==> src/rtl/cell_pos_reader.sv <==
// cell_pos_reader: read-side initiator for one position cell memory.
// Word 0 of the cell holds the particle count and words 1..N hold the
// {posz, posy, posx} records. The block fetches the count, then streams every
// record out on a valid/ready interface. A small credit-controlled FIFO takes
// up the RAM's fixed 2-cycle read latency so the consumer can apply
// backpressure freely.
//
// state    | meaning
// ---------+--------------------------------------------------------------
// IDLE     | waiting for start
// CNT_REQ  | reading address 0 (particle count)
// CNT_WAIT | two-cycle read latency; count captured and clamped in 2nd cycle
// STREAM   | issuing reads for addresses 1..count whenever a FIFO credit exists
// DRAIN    | waiting for in-flight reads to land and the FIFO to empty
// DONE     | one-cycle done pulse, then back to IDLE
module cell_pos_reader #(
    parameter int DATA_WIDTH   = 96,
    parameter int ADDR_WIDTH   = 8,
    parameter int PARTICLE_NUM = 220,
    parameter int FIFO_DEPTH   = 4
) (
    input  logic                  clk,
    input  logic                  rst,
    input  logic                  start,
    output logic                  busy,
    output logic                  done,
    output logic [ADDR_WIDTH-1:0] particle_count,
    output logic [ADDR_WIDTH-1:0] mem_address,
    output logic                  mem_rden,
    output logic                  mem_wren,
    output logic [DATA_WIDTH-1:0] mem_data,
    input  logic [DATA_WIDTH-1:0] mem_q,
    output logic                  out_valid,
    input  logic                  out_ready,
    output logic [DATA_WIDTH-1:0] out_data,
    output logic [ADDR_WIDTH-1:0] out_index,
    output logic                  out_last
);

    localparam int PTR_W = $clog2(FIFO_DEPTH);
    localparam int OCC_W = PTR_W + 1;
    localparam logic [ADDR_WIDTH-1:0] MAX_COUNT = ADDR_WIDTH'(PARTICLE_NUM - 1);

    typedef enum logic [2:0] {
        S_IDLE,
        S_CNT_REQ,
        S_CNT_WAIT,
        S_STREAM,
        S_DRAIN,
        S_DONE
    } state_t;

    state_t state, state_nxt;

    // read issue and count capture
    logic                  issue;
    logic [ADDR_WIDTH-1:0] issue_addr;
    logic                  stream_issue;
    logic                  capture;
    logic [ADDR_WIDTH-1:0] count_clamped;
    logic [ADDR_WIDTH-1:0] next_addr;
    logic [ADDR_WIDTH-1:0] last_addr;
    logic                  wait_cnt;

    // return path: two stages matching the RAM latency
    logic                  p1_valid, p2_valid;
    logic [ADDR_WIDTH-1:0] p1_index, p2_index;
    logic                  p1_last,  p2_last;

    // output FIFO
    logic [DATA_WIDTH-1:0] fifo_data  [FIFO_DEPTH];
    logic [ADDR_WIDTH-1:0] fifo_index [FIFO_DEPTH];
    logic                  fifo_last  [FIFO_DEPTH];
    logic [PTR_W-1:0]      wr_ptr, rd_ptr;
    logic [OCC_W-1:0]      occ;
    logic                  push, pop;

    // credit accounting
    logic [1:0]            in_flight;
    logic [OCC_W:0]        pending;
    logic                  room;

    assign count_clamped = (mem_q[ADDR_WIDTH-1:0] > MAX_COUNT) ? MAX_COUNT
                                                               : mem_q[ADDR_WIDTH-1:0];

    assign push      = p2_valid;
    assign pop       = out_valid & out_ready;
    assign in_flight = {1'b0, p1_valid} + {1'b0, p2_valid};
    // A read is only issued when a FIFO slot is guaranteed for its data, so
    // the FIFO can never overflow however long the consumer stalls.
    assign pending   = (OCC_W+1)'(occ) + (OCC_W+1)'(in_flight);
    assign room      = pending < (OCC_W+1)'(FIFO_DEPTH);

    assign stream_issue = issue & (state == S_STREAM);

    // state register
    always_ff @(posedge clk or posedge rst) begin
        if (rst) state <= S_IDLE;
        else     state <= state_nxt;
    end

    // next-state and read-issue decode
    always_comb begin
        state_nxt  = state;
        issue      = 1'b0;
        issue_addr = next_addr;
        capture    = 1'b0;
        unique case (state)
            S_IDLE: begin
                if (start) state_nxt = S_CNT_REQ;
            end
            S_CNT_REQ: begin
                issue      = 1'b1;
                issue_addr = '0;
                state_nxt  = S_CNT_WAIT;
            end
            S_CNT_WAIT: begin
                if (wait_cnt == 1'b0) begin
                    capture   = 1'b1;
                    state_nxt = (count_clamped == '0) ? S_DONE : S_STREAM;
                end
            end
            S_STREAM: begin
                if (room) begin
                    issue = 1'b1;
                    if (next_addr == particle_count) state_nxt = S_DRAIN;
                end
            end
            S_DRAIN: begin
                // leave as soon as the final beat is being handed over
                if (!p1_valid && !p2_valid &&
                    (occ == '0 || (occ == OCC_W'(1) && pop)))
                    state_nxt = S_DONE;
            end
            S_DONE: begin
                state_nxt = S_IDLE;
            end
            default: state_nxt = S_IDLE;
        endcase
    end

    // count-read latency down-counter
    always_ff @(posedge clk or posedge rst) begin
        if (rst)                                       wait_cnt <= 1'b0;
        else if (state == S_CNT_REQ)                   wait_cnt <= 1'b1;
        else if (state == S_CNT_WAIT && wait_cnt != 1'b0) wait_cnt <= wait_cnt - 1'b1;
    end

    // particle count capture and read address sequencing
    always_ff @(posedge clk or posedge rst) begin
        if (rst) begin
            particle_count <= '0;
            next_addr      <= '0;
            last_addr      <= '0;
        end else begin
            if (capture) begin
                particle_count <= count_clamped;
                next_addr      <= ADDR_WIDTH'(1);
            end else if (stream_issue) begin
                next_addr <= next_addr + 1'b1;
            end
            if (issue) last_addr <= issue_addr;
        end
    end

    // return-path tag pipeline (count read is not tagged, so never pushed)
    always_ff @(posedge clk or posedge rst) begin
        if (rst) begin
            p1_valid <= 1'b0;
            p1_index <= '0;
            p1_last  <= 1'b0;
            p2_valid <= 1'b0;
            p2_index <= '0;
            p2_last  <= 1'b0;
        end else begin
            p1_valid <= stream_issue;
            p1_index <= next_addr - 1'b1;
            p1_last  <= (next_addr == particle_count);
            p2_valid <= p1_valid;
            p2_index <= p1_index;
            p2_last  <= p1_last;
        end
    end

    // FIFO storage and pointers
    always_ff @(posedge clk or posedge rst) begin
        if (rst) begin
            for (int i = 0; i < FIFO_DEPTH; i++) begin
                fifo_data[i]  <= '0;
                fifo_index[i] <= '0;
                fifo_last[i]  <= 1'b0;
            end
            wr_ptr <= '0;
            rd_ptr <= '0;
        end else begin
            if (push) begin
                fifo_data[wr_ptr]  <= mem_q;
                fifo_index[wr_ptr] <= p2_index;
                fifo_last[wr_ptr]  <= p2_last;
                wr_ptr             <= wr_ptr + 1'b1;
            end
            if (pop) rd_ptr <= rd_ptr + 1'b1;
        end
    end

    // FIFO occupancy
    always_ff @(posedge clk or posedge rst) begin
        if (rst) begin
            occ <= '0;
        end else begin
            unique case ({push, pop})
                2'b10:   occ <= occ + 1'b1;
                2'b01:   occ <= occ - 1'b1;
                default: occ <= occ;
            endcase
        end
    end

    assign out_valid   = (occ != '0);
    assign out_data    = fifo_data[rd_ptr];
    assign out_index   = fifo_index[rd_ptr];
    assign out_last    = fifo_last[rd_ptr];

    assign mem_rden    = issue;
    assign mem_address = issue ? issue_addr : last_addr;
    assign mem_wren    = 1'b0;
    assign mem_data    = '0;

    assign busy        = (state != S_IDLE) && (state != S_DONE);
    assign done        = (state == S_DONE);

endmodule

==> config.mk <==
export PLATFORM = sky130hd
export DESIGN_NAME = cell_pos_reader
export DESIGN_NICKNAME = d
export VERILOG_FILES = /design/src/rtl/cell_pos_reader.sv
export SDC_FILE = /design/constraint.sdc
export NUM_CORES = 1
export LEC_CHECK = 0
export BUFFER_PORTS_ARGS = -buffer_cell sky130_fd_sc_hd__buf_4
export CAP_MARGIN = 20
export CELL_PAD_IN_SITES_DETAIL_PLACEMENT = 1
export CELL_PAD_IN_SITES_GLOBAL_PLACEMENT = 1
export CORE_MARGIN = 4
export CORE_UTILIZATION = 48
export DETAILED_ROUTE_END_ITERATION = 10
export GPL_TIMING_DRIVEN = 0
export PLACE_DENSITY = 0.85
export SETUP_SLACK_MARGIN = 0.15
export SLEW_MARGIN = 20
export SYNTH_ARGS = -nofsm -noshare
export SYNTH_HDL_FRONTEND = slang
export SYNTH_SLANG_ARGS = --single-unit
==> constraint.sdc <==
create_clock -name clk -period 18.3 [get_ports clk]
set_input_delay 2.745 -clock clk [delete_from_list [all_inputs] [get_ports clk]]
set_output_delay 2.745 -clock clk [all_outputs]
set_load 0.02 [all_outputs]
* After elaboration in Yosys (flattened, before gate mapping)
Cells that the tools add are included.
** Operators by class
- Bitwise logic cells :: 4
- Multiplexer cells :: 37
- Equal/unequal tests :: 15
- $lt $le $gt $ge :: 5
- Reductions and logical operators :: 18
- Add/subtract/negate cells :: 9
** Operators with widths (number)
- 384-bit bitwise mux :: 1
- 96-bit 2-to-1 mux :: 3
- 96-bit binary-select mux with 2-bit select :: 1
- 96-bit demux with 2-bit select :: 1
- 8-bit 2-to-1 mux :: 8
- 32-bit bitwise mux :: 1
- 3-bit 2-to-1 mux :: 6
- 8-bit binary-select mux with 2-bit select :: 1
- 8-bit demux with 2-bit select :: 1
- 3-bit case mux with 5 select lines :: 1
- 8-bit by 1-bit adder with 8-bit output, second input constant :: 1
- 8-bit == test :: 1
- 8-bit greater-than comparator, second input constant :: 1
- 8-bit logical NOT :: 1
- 1-bit 2-to-1 mux :: 8
- 2-bit != test, second input constant :: 4
- 8-bit by 1-bit subtractor with 8-bit output, second input constant :: 1
- 3-bit by 1-bit == test with 1-bit output, second input constant :: 2
- 3-bit by 2-bit == test with 1-bit output, second input constant :: 2
- 3-bit == test, second input constant :: 2
- 3-bit greater-or-equal comparator, second input constant :: 2
- 1-bit logical AND :: 6
- 3-bit logical NOT :: 2
- 2-bit NOT with 3-bit output :: 2
- other kinds (23) :: 29
** Word-level totals
- Bits of input ports :: 100
- Bits in registers :: 475
- Logic and storage cells :: 114
- Output and inout bits :: 222

* Logic depth before layout (Yosys ltp)
Gate-level depths: netlist of run 1.
- Depth after elaboration :: 8
- Depth in mapped cells :: 8
- Depth with buffers taken out :: 8

* Worst setup path before layout of run 1
No wires, ideal clock.
- Path kind :: register to output
- Start :: reg occ[0]
- End :: out mem_address[0]
- Setup slack :: 13.717 ns
- Buffers on the path :: 1
- Cell stages (with the launch flop) :: 7
- Data required time :: 15.555 ns
- Arrival time :: 1.838 ns
- Cells stage by stage :: dfrtp_1 ha_1 a21o_1 a21o_1 a211o_1 clkbuf_1 a22o_1
** On the way
- Word-level cells in the longest chain between the ends :: 5
** Ends and longest elaborated chain
- start, declared :: RTL line 75 : logic [OCC_W-1:0] occ;
- start signal, assigned :: RTL line 212 : 2'b10: occ <= occ + 1'b1;
- start signal, assigned :: RTL line 213 : 2'b01: occ <= occ - 1'b1;
- 3-bit by 2-bit adder with 4-bit output :: RTL line 91 : assign pending = (OCC_W+1)'(occ) + (OCC_W+1)'(in_flight);
- 4-bit by 3-bit less-than comparator with 1-bit output :: RTL line 92 : assign room = pending < (OCC_W+1)'(FIFO_DEPTH);
- 1-bit 2-to-1 mux :: RTL line 124 : if (room) begin
- 1-bit case mux with 2 select lines :: RTL line 108 : unique case (state)
- 8-bit 2-to-1 mux
- end, declared :: RTL line 28 : output logic [ADDR_WIDTH-1:0] mem_address,
No other way between the ends.

* Worst setup path in the final report of run 1
- Start :: reg rd_ptr[1]
- End :: out out_data[67]
** On the way
- Word-level cells in the longest chain between the ends :: 4
** Ends and longest elaborated chain
- start, declared :: RTL line 74 : logic [PTR_W-1:0] wr_ptr, rd_ptr;
- start signal, assigned :: RTL line 202 : if (pop) rd_ptr <= rd_ptr + 1'b1;
- 2-bit NOT with 3-bit output (not written as such) :: RTL line 220 : assign out_data = fifo_data[rd_ptr];
- 96-bit binary-select mux with 2-bit select :: RTL line 220
- 96-bit 2-to-1 mux (not written as such) (2 in series) :: RTL line 220
- end, declared :: RTL line 35 : output logic [DATA_WIDTH-1:0] out_data,
No other way between the ends. The select of a mux whose other input is x is not followed.

==> metrics.cfg, run 1 <==
[synthesis]
ys_warn_count=0
ys_top_cells_by_area=dfrtp_1 (56%), mux2_2 (22%), mux4_2 (11%)
yosys_register_bits=475
yosysTopAreaCell=dfrtp_1
ys_seq_area_share_pct=56.3
synthesis.area_um2=21100
synthCells=1339
yosysTopAreaCellShare_pct=56.3
yosysUniqueCellTypes=38
syn_area_per_cell_um2=15.8

[sta]
clock.fmax_mhz=171
fin_worst_skew_ns=0.0125
slew-limit-headroom_pct=48.4
fin_crit_ns=5.85
tightest_slew_ns=0.773
period_share_pct=32.0
setup_tns_ns=0
finalSetupViolCount=0
hold_violations=0
rsz0062_at_grt=false
slew_violations=0

[clocking]
clock_path_buffers=3
cts_setup_buffers=0
post_cts_resized=0
clock-root-buffer=clkbuf_16
cts.htree.levels=2
cts_tree=built
numCtsBuffers=51
clk_pin_slew_ns=0.06
clock-sinks=475
clock_latency_ns=0.58
ctsHoldBuffers=0

[floorplan]
std_cell_rows=76
core_area_um2=43300
die_w_um=218
ios=322
start_util_pct=48.8
dieArea_um2=47400
die_y_um=218

[drt]
vias_per_cell=5.33
finalWirelength_mm=52.4
wl_met1_mm=21.0
wl_met2_mm=27.5
dr_wl_met3_mm=2.67
drc=0
drt_first_pass_iters=4
drt_iter0_drc=613
ant_nets=0
vias=12447
post_drt_wl_per_cell_um=22.4
routed.top_layer=met5

[critical_path]
crit_path_end_kind=output pin
cpLargestDelayFamily=buffers and inverters
reg2reg_depth=6
cp_slowest_cell=buf_1
crit_buf_inv=4
worst-setup-path-type=reg -> out
max_stage_delay_ns=0.58
worstSetupPathDepth=5
ff2ff_setup_slack_ns=15.87
path_cells=clkbuf_1 -> buf_2 -> buf_1 -> mux4_2 -> buf_4
reg2reg_from=wr_ptr[0]
rr_endpoint=fifo_data[145]
worstPathRequired_ns=15.55
path_max_fanout=10
crit_arrival_ns=3.10
startpoint_type=flop

[hold_path]
hold_path.class=reg -> reg
holdPathStages=0
whs_endpoint=p2_index[7]
min-delay-start=p1_index[7]

[pwr]
p_per_area_nw_per_um2=211
power_leakage_uw=0.0116
vdd_drop_max_mv=0.152

[finish]
drive_gt1_share_pct=55.4
final_common_cell=dfrtp_1
final_util_pct=59.7
area_growth_pct=22.3
layout_common_cells=dfrtp_1 (475), mux2_2 (420), buf_4 (322)
nNetsFinal=1829

[global_route]
grt.total_usage_pct=22.2
grt_pass1_wl_mm=83.0
gr-total-overflow=0
grt_max_degree=112
antenna_found_initial=2
grt_pass1_vias=14356

[placed_design]
dp_hpwl_mm=35.8
gp_congestion=0.799
portBuffers=224

[flow_run]
cap_viol_max_count=0

[outcome]
outcome=finished, final reports clean

==> kinds of logic after synthesis <==
family,synth area share (%)
DFF,56.3
other,0.0178
buffers and inverters,5.41
xor gates and xnor gates,0.913
adders and majority gates,0.711
muxes,33.7
and+or+nand+nor,1.64
AOI/OAI and AO/OA,1.32
==> synthesized netlist by cell type <==
library cell / number
nor3_1: 3
a211o_1: 3
a31oi_1: 2
xor2_1: 6
nand2_1: 26
nand2b_1: 6
o22a_1: 3
nand4_1: 4
or3_1: 4
mux2i_1: 2
o31ai_1: 2
buf_6: 1
conb_1: 1
buf_2: 37
o21ai_0: 10
o211ai_1: 1
a22o_1: 10
buf_4: 98
nand3b_1: 1
nor2_1: 11
nand3_1: 2
clkbuf_1: 16
nor2b_1: 1
o311ai_0: 1
or4_1: 2
nor3b_1: 3
a21oi_1: 6
mux4_2: 105
a21o_1: 2
dfrtp_1: 475
and3_1: 1
ha_1: 12
buf_1: 27
xnor2_1: 16
and2_1: 2
nor4_1: 4
inv_1: 13
mux2_2: 420
==> final cells by class <==
| class | count | area [um2] |
|---|---|---|
| Antenna cell | 2 | 5.00 |
| Multi-Input combinational cell | 768 | 8450 |
| Buffer | 179 | 1090 |
| Tap cell | 585 | 732 |
| Timing Repair Buffer | 229 | 1820 |
| Clock buffer | 71 | 1500 |
| Sequential cell | 475 | 11900 |
| Fill cell | 4078 | 17400 |
| Clock inverter | 15 | 282 |
| Inverter | 13 | 56.3 |
==> report_power, final <==
part / switching (uW) / leakage (uW) / internal, uW
clock: 419 / 0.000878 / 681
combinational: 1200 / 0.00511 / 1290
sequential: 282 / 0.00563 / 1580
total: 1900 / 0.0116 / 3550
==> state kept, by name, indices dropped and copies added, names as in the netlist <==
signal and flops:
occ 3, p2_valid 1, state 3, last_addr 8, p1_index 8, fifo_last 4, wr_ptr 2, rd_ptr 2
particle_count 8, next_addr 8, p2_index 8, p1_valid 1, fifo_index 32, p2_last 1, wait_cnt 1, fifo_data 384
p1_last 1
==> through the flow <==
stage | setup WS (ns) | cell area [um2] | total power, uW | hold WS, ns | instances
CTS | 12.36 | 25800 | 5520 | 0.361 | 2335
floorplan | 2.30 | 21500 | 3490 | 0.331 | 1435
global route | 12.34 | 25800 | 5760 | 0.368 | 2335
finish | 12.45 | 25800 | 5450 | 0.359 | 2337
detailed placement | 13.01 | 24000 | 4380 | 0.340 | 2249
global placement | -2.25 | 23900 | 4240 | 0.337 | 2244
==> worst max path at each step <==
| stage | end | startpoint | slack, ns |
|---|---|---|---|
| finish | out_data[67] | rd_ptr[1] | 12.45 |
| global placement | fifo_data[238] | rst | -2.25 |
| CTS | out_data[67] | rd_ptr[1] | 12.36 |
| floorplan | fifo_data[0] | rst | 2.30 |
| global route | out_data[67] | rd_ptr[1] | 12.34 |
| detailed placement | out_data[67] | rd_ptr[1] | 13.01 |
==> layer usage <==
metal | global-route usage (%) | up-vias
met1 | 28.5 | 6638
li1 | - | 5451
met3 | 4.56 | 77
met2 | 39.3 | 279
met5 | 0 | -
met4 | 5.25 | 2
Note: power is estimated with default switching activity, not from simulation.
==> run 2, diff against run 1 <==
--- a/config.mk
+++ b/config.mk
@@ -5,12 +5,13 @@
 export SDC_FILE = /design/constraint.sdc
 export NUM_CORES = 1
 export LEC_CHECK = 0
+export ABC_AREA = 1
 export BUFFER_PORTS_ARGS = -buffer_cell sky130_fd_sc_hd__buf_4
 export CAP_MARGIN = 20
 export CELL_PAD_IN_SITES_DETAIL_PLACEMENT = 1
 export CELL_PAD_IN_SITES_GLOBAL_PLACEMENT = 1
 export CORE_MARGIN = 4
-export CORE_UTILIZATION = 48
+export CORE_UTILIZATION = 43
 export DETAILED_ROUTE_END_ITERATION = 10
 export GPL_TIMING_DRIVEN = 0
 export PLACE_DENSITY = 0.85
==> constraint.sdc (replaced) <==
create_clock -name clk -period 5.7 [get_ports clk]
set_input_delay 0.855 -clock clk [delete_from_list [all_inputs] [get_ports clk]]
set_output_delay 0.855 -clock clk [all_outputs]
set_load 0.02 [all_outputs]
==> run 2 against run 1 <==
Compared with the run above: cell count is 49% higher; hold slack worse by 0.058 ns; routed wire length is 39% higher; first-iteration DRC count is 150% higher; critical path depth is 1 higher; clock skew hardly changed; design area is 0.53% higher; sequential cell count stayed put; clock-buffer cell count is 7 higher; critical path type unchanged.
==> metrics.cfg, run 2 <==
[outcome]
outcome=finished, final reports clean

[synthesis]
yosysUniqueCellTypes=32
ys_async_sr_fraction_pct=100
yosysTopAreaCellShare_pct=56.4
yosysTopAreaCell=dfrtp_1
synth-edff-count=0
synth_common_cells=o21ai_0 (629), nand2_1 (484), dfrtp_1 (475)
synth_top_family_by_area=compound AO/OA/AOI/OAI gates
synth_ff_type=dfrtp_1
ys_top_cells_by_area=dfrtp_1 (56%), o21ai_0 (15%), nand2_1 (8.6%)
ys_warn_count=0
synthMuxAreaShare_pct=0
synth_xor_area_share_pct=0.499
synth_compound_area_share_pct=19.1
synthesis.area_um2=21100
synthAdderAreaFrac_pct=0.713
synthCells=2436
syn_area_per_cell_um2=8.65
synth.most_common_cell=o21ai_0
ys_seq_area_share_pct=56.4
yosys.area_share.simple_pct=13.9
yosys_register_bits=475

[sta]
period_share_pct=68.6
rsz0062_at_grt=false
fin_crit_ns=3.91
slew_violations=0
finalSetupViolCount=0
hold_violations=0
tightest_slew_ns=0.677
clock.fmax_mhz=256
fin_worst_skew_ns=0.0121
finalWorstSetupSlack_ns=1.79
slew-limit-headroom_pct=54.9

[floorplan]
ios=322
die_y_um=229
dieArea_um2=52600
std_cell_rows=80
die_w_um=229
start_util_pct=43.9
core_area_um2=48000

[finish]
drive_gt1_share_pct=16.1
antenna_cells=0
nNetsFinal=2938
top_regs=fifo_data: 384 flops, fifo_index: 32 flops
final_util_pct=54.0
area_growth_pct=23.2
layout_common_cells=o21ai_0 (629), nand2_1 (484), dfrtp_1 (475)
final_common_cell=o21ai_0
top_register=fifo_data
largest_register_ffs=384

[placed_design]
portBuffers=224
place_worst_setup_slack_ns=2.52
gp_congestion=0.822
dp_hpwl_mm=50.0

[hold_path]
hold_path.class=in -> async

[global_route]
grt_pass1_vias=20914
grt_max_degree=36
antenna_found_initial=0
grt.total_usage_pct=27.3
grt_pass1_wl_mm=115
gr-total-overflow=0

[critical_path]
crit_arrival_ns=3.05
crit_path_end_kind=output pin
startpoint_type=flop
worstPathRequired_ns=4.85
rr_endpoint=fifo_data[15]
ff2ff_setup_slack_ns=3.62
worst-setup-path-type=reg -> out
reg2reg_from=wr_ptr[0]
reg2reg_depth=6
path_max_fanout=10

[drt]
vias_per_cell=5.51
finalWirelength_mm=73.0
post_drt_wl_per_cell_um=21.0
drc=0
drt_first_pass_iters=5
ant_nets=0
drt_iter0_drc=1528
vias=19172

[clocking]
post_cts_resized=0
clock-root-buffer=clkbuf_16
clock_latency_ns=0.61
clk_pin_slew_ns=0.06
cts_tree=built
clock_path_buffers=3
clock-sinks=475
cts_setup_buffers=0
cts.htree.levels=2
ctsHoldBuffers=0
numCtsBuffers=52

[pwr]
p_per_area_nw_per_um2=642
vdd_drop_max_mv=0.307
power_leakage_uw=0.0129

[flow_run]
cap_viol_max_count=0

run 2: changes by cell type after synthesis, sizes merged, moves of 115 or more:
cell / before / now
o21ai: 10 / 653
inv: 13 / 148
mux2: 420 / 0
clkbuf: 16 / 131
nor2: 11 / 232
nand2: 26 / 485
run 2: layout make-up:
cell class,instances,area (um2)
Fill cell,5772,22100
Sequential cell,475,11900
Multi-Input combinational cell,1646,7580
Timing Repair Buffer,240,2020
Clock buffer,78,1530
Buffer,263,1410
Tap cell,615,769
Inverter,148,559
Clock inverter,14,203
run 2: stage by stage:
stage	std cells	total power (uW)	hold WS [ns]	area, um2	TNS [ns]
final	3479	16700	0.301	26000	0
after global routing	3479	17700	0.305	26000	0
after CTS	3479	16700	0.286	26000	0
after detailed placement	3387	13100	0.339	24200	0
after global placement	3371	12700	0.331	23900	-1878.66
after floorplan	2532	10000	0.331	21400	-755.15
run 2: routing by layer:
layer / share of wire [%] / up-vias / wire [um] / track usage, %
met3: 5.5 / 175 / 4020 / 4.90
met1: 41 / 9746 / 29700 / 34.2
met4: 3.8 / 0 / 2760 / 10.5
met5: 0 / - / 0 / 0
li1: - / 8620 / - / -
met2: 50 / 631 / 36500 / 47.1
run 2: how the worst max path moves through the flow:
stage / startpoint / end / slack, ns / cells after the start
3_3_place_gp: rst / fifo_data[48] / -4.01 / 2
4_1_cts: rd_ptr[1] / out_data[65] / 1.86 / 6
6_report: rd_ptr[1] / out_data[68] / 1.79 / 6
3_5_place_dp: rd_ptr[1] / out_data[65] / 2.52 / 6
2_1_floorplan: rst / fifo_data[0] / -1.59 / 1
5_1_grt: rd_ptr[1] / out_data[90] / 1.73 / 6
run 2: cell families (layout without fill, tap and decap cells):
family | after synthesis | count (layout)
AO/OA/AOI/OAI | 773 | 773
AND/OR/NAND/NOR | 752 | 752
XOR/XNOR | 12 | 12
adder cells (fa/ha/maj) | 12 | 12
other | 1 | 97
flip-flops | 475 | 475
buffers and inverters | 411 | 743
run 2: power by group:
part / total [uW] / leakage, uW / switching (uW) / internal [uW]
sequential: 5870 / 0.00551 / 920 / 4950
combinational: 7330 / 0.00652 / 4740 / 2590
clock: 3450 / 0.000856 / 1380 / 2070
total: 16700 / 0.0129 / 7040 / 9610
run 2: critical path, stage by stage, from the launching register on:
cell      delay, ns
dfrtp_1        0.56
inv_1          0.34
buf_2          0.41
clkbuf_1       0.45
o21ai_0        0.19
o22ai_1        0.28
buf_4          0.21
==> run 3, diff against run 2 <==
--- a/config.mk
+++ b/config.mk
@@ -11,10 +11,10 @@
 export CELL_PAD_IN_SITES_DETAIL_PLACEMENT = 1
 export CELL_PAD_IN_SITES_GLOBAL_PLACEMENT = 1
 export CORE_MARGIN = 4
-export CORE_UTILIZATION = 43
+export CORE_UTILIZATION = 39
 export DETAILED_ROUTE_END_ITERATION = 10
 export GPL_TIMING_DRIVEN = 0
-export PLACE_DENSITY = 0.85
+export PLACE_DENSITY = 0.82
 export SETUP_SLACK_MARGIN = 0.15
 export SLEW_MARGIN = 20
 export SYNTH_ARGS = -nofsm -noshare
==> constraint.sdc (replaced) <==
create_clock -name clk -period 3.15 [get_ports clk]
set_input_delay 0.4725 -clock clk [delete_from_list [all_inputs] [get_ports clk]]
set_output_delay 0.4725 -clock clk [all_outputs]
set_load 0.02 [all_outputs]
==> run 3 against run 2 <==
Compared with the run above: critical path depth shrank 1; critical endpoint is now out_data[33]; combinational power grew 84%; cell count grew 2.2%; global-route usage is 2.3 points lower; clock-buffer cell count grew 1; die area up 9.9%; clock power increased by 84%; sequential cell count is the same; power is 83% higher; hold slack got worse by 0.14 ns; register-to-register slack got worse by 2.6 ns; worst setup slack worse by 1.7 ns.
==> metrics.cfg, run 3 (synthesized netlist as in run 2, its figures left out) <==
[clocking]
cts.htree.levels=2
cts_tree=built
numCtsBuffers=52
clock_latency_ns=0.59
clock-root-buffer=clkbuf_16
clk_pin_slew_ns=0.06
clock-sinks=475
clock_path_buffers=3

[outcome]
outcome=finished, final reports clean

[global_route]
grt_pass1_vias=20559
antenna_found_initial=2
gr-total-overflow=0
grt_max_degree=36
grt.total_usage_pct=24.9
grt_pass1_wl_mm=114

[placed_design]
portBuffers=224
place_worst_setup_slack_ns=0.275
gp_congestion=0.837
dp_hpwl_mm=50.6

[drt]
vias=19033
drt_iter0_drc=1324
vias_per_cell=5.35
drt_first_pass_iters=5
post_drt_wl_per_cell_um=20.7
drc=0
finalWirelength_mm=73.5
ant_nets=0

[sta]
clock.fmax_mhz=330
slew-limit-headroom_pct=57.2
tightest_slew_ns=0.643
finalSetupViolCount=0
slew_violations=0
finalWorstSetupSlack_ns=0.118
rsz0062_at_grt=true
fin_worst_skew_ns=0.0188
fin_crit_ns=3.03
period_share_pct=96.3
hold_violations=0

[critical_path]
worstPathRequired_ns=2.68
crit_arrival_ns=2.56
startpoint_type=flop
crit_path_end_kind=output pin
path_max_fanout=10
reg2reg_depth=7
worst-setup-path-type=reg -> out

[floorplan]
die_w_um=240
die_y_um=240
dieArea_um2=57800
std_cell_rows=84
ios=322
start_util_pct=39.7
core_area_um2=53100

[finish]
area_growth_pct=24.5
layout_common_cells=o21ai_0 (629), nand2_1 (484), dfrtp_1 (473)
final_common_cell=o21ai_0
largest_register_ffs=384
drive_gt1_share_pct=18.2
nNetsFinal=2941
antenna_cells=0
top_regs=fifo_data: 384 flops, fifo_index: 32 flops
top_register=fifo_data
final_util_pct=49.4

[hold_path]
holdPathStages=3
hold_path.class=in -> reg

[pwr]
p_per_area_nw_per_um2=1160
power_leakage_uw=0.0131
vdd_drop_max_mv=0.664

[flow_run]
cap_viol_max_count=0

==> run 3: changes by cell type in the layout (fill, tap and decap cells not counted), sizes merged <==
| cell | delta |
|---|---|
| buf | +4 |
| clkbuf | -1 |
| clkinvlp | +2 |
| dlygate4sd3 | +1 |
| inv | -3 |
==> run 3: path summary, 6_finish.rpt <==
path	from	to	slack, ns
min in group asynchronous	rst	fifo_index[21]	0.54
worst min register to register	p1_index[3]	p2_index[3]	0.35
worst min-delay path	mem_q[7]	particle_count[7]	0.16
worst max register to register	wr_ptr[0]	fifo_data[337]	1.04
worst max-delay path	rd_ptr[0]	out_data[33]	0.12
max in group asynchronous	rst	fifo_data[142]	0.92
==> run 3: worst max-delay path, stage by stage (launching register included) <==
cell     delay (ns)
dfrtp_1        0.43
buf_2          0.39
buf_1          0.50
nor2_1         0.11
o22ai_1        0.33
buf_4          0.22
==> run 3: where the power goes <==
part | internal (uW) | total (uW) | switching [uW]
clock network | 3810 | 6340 | 2530
logic | 4820 | 13500 | 8670
registers | 8960 | 10600 | 1660
==> run 3: layout make-up <==
type | instances | area [um2]
Buffer | 263 | 1480
Clock buffer | 79 | 1560
Clock inverter | 13 | 196
Fill cell | 6266 | 26800
Inverter | 148 | 563
Multi-Input combinational cell | 1646 | 7650
Sequential cell | 475 | 11900
Tap cell | 688 | 861
Timing Repair Buffer | 243 | 2040
==> run 3: per-layer routing <==
metal	vias to the layer above	global-route usage, %	part of all wire, %
li1	8625	-	-
met1	9631	31.7	41
met2	617	43.4	50
met3	156	4.28	5.8
met4	4	8.20	3.0
met5	-	0	0.030
==> run 3: repair_timing <==
| action | in CTS | in global routing |
|---|---|---|
| endpoints found under the setup margin | 99 | 81 |
| cloned | 0 | 0 |
| setup buffers | 0 | 2 |
| resized for setup | 36 | 42 |
| pin swaps | 0 | 2 |
| hold endpoints to repair | 22 | 0 |
| hold buffers | 1 | 0 |
==> run 3: metrics by stage <==
| step | power [uW] | setup TNS (ns) | hold WS (ns) | std cells | cell area [um2] |
|---|---|---|---|---|---|
| 2_1_floorplan | 18100 | -1784.72 | 0.331 | 2532 | 21400 |
| 3_3_place_gp | 23100 | -2921.21 | 0.332 | 3444 | 24000 |
| 3_5_place_dp | 23800 | 0 | 0.336 | 3460 | 24300 |
| 4_1_cts | 30400 | 0 | 0.122 | 3553 | 26100 |
| 5_1_grt | 32400 | 0 | 0.153 | 3555 | 26200 |
| 6_report | 30400 | 0 | 0.161 | 3555 | 26200 |
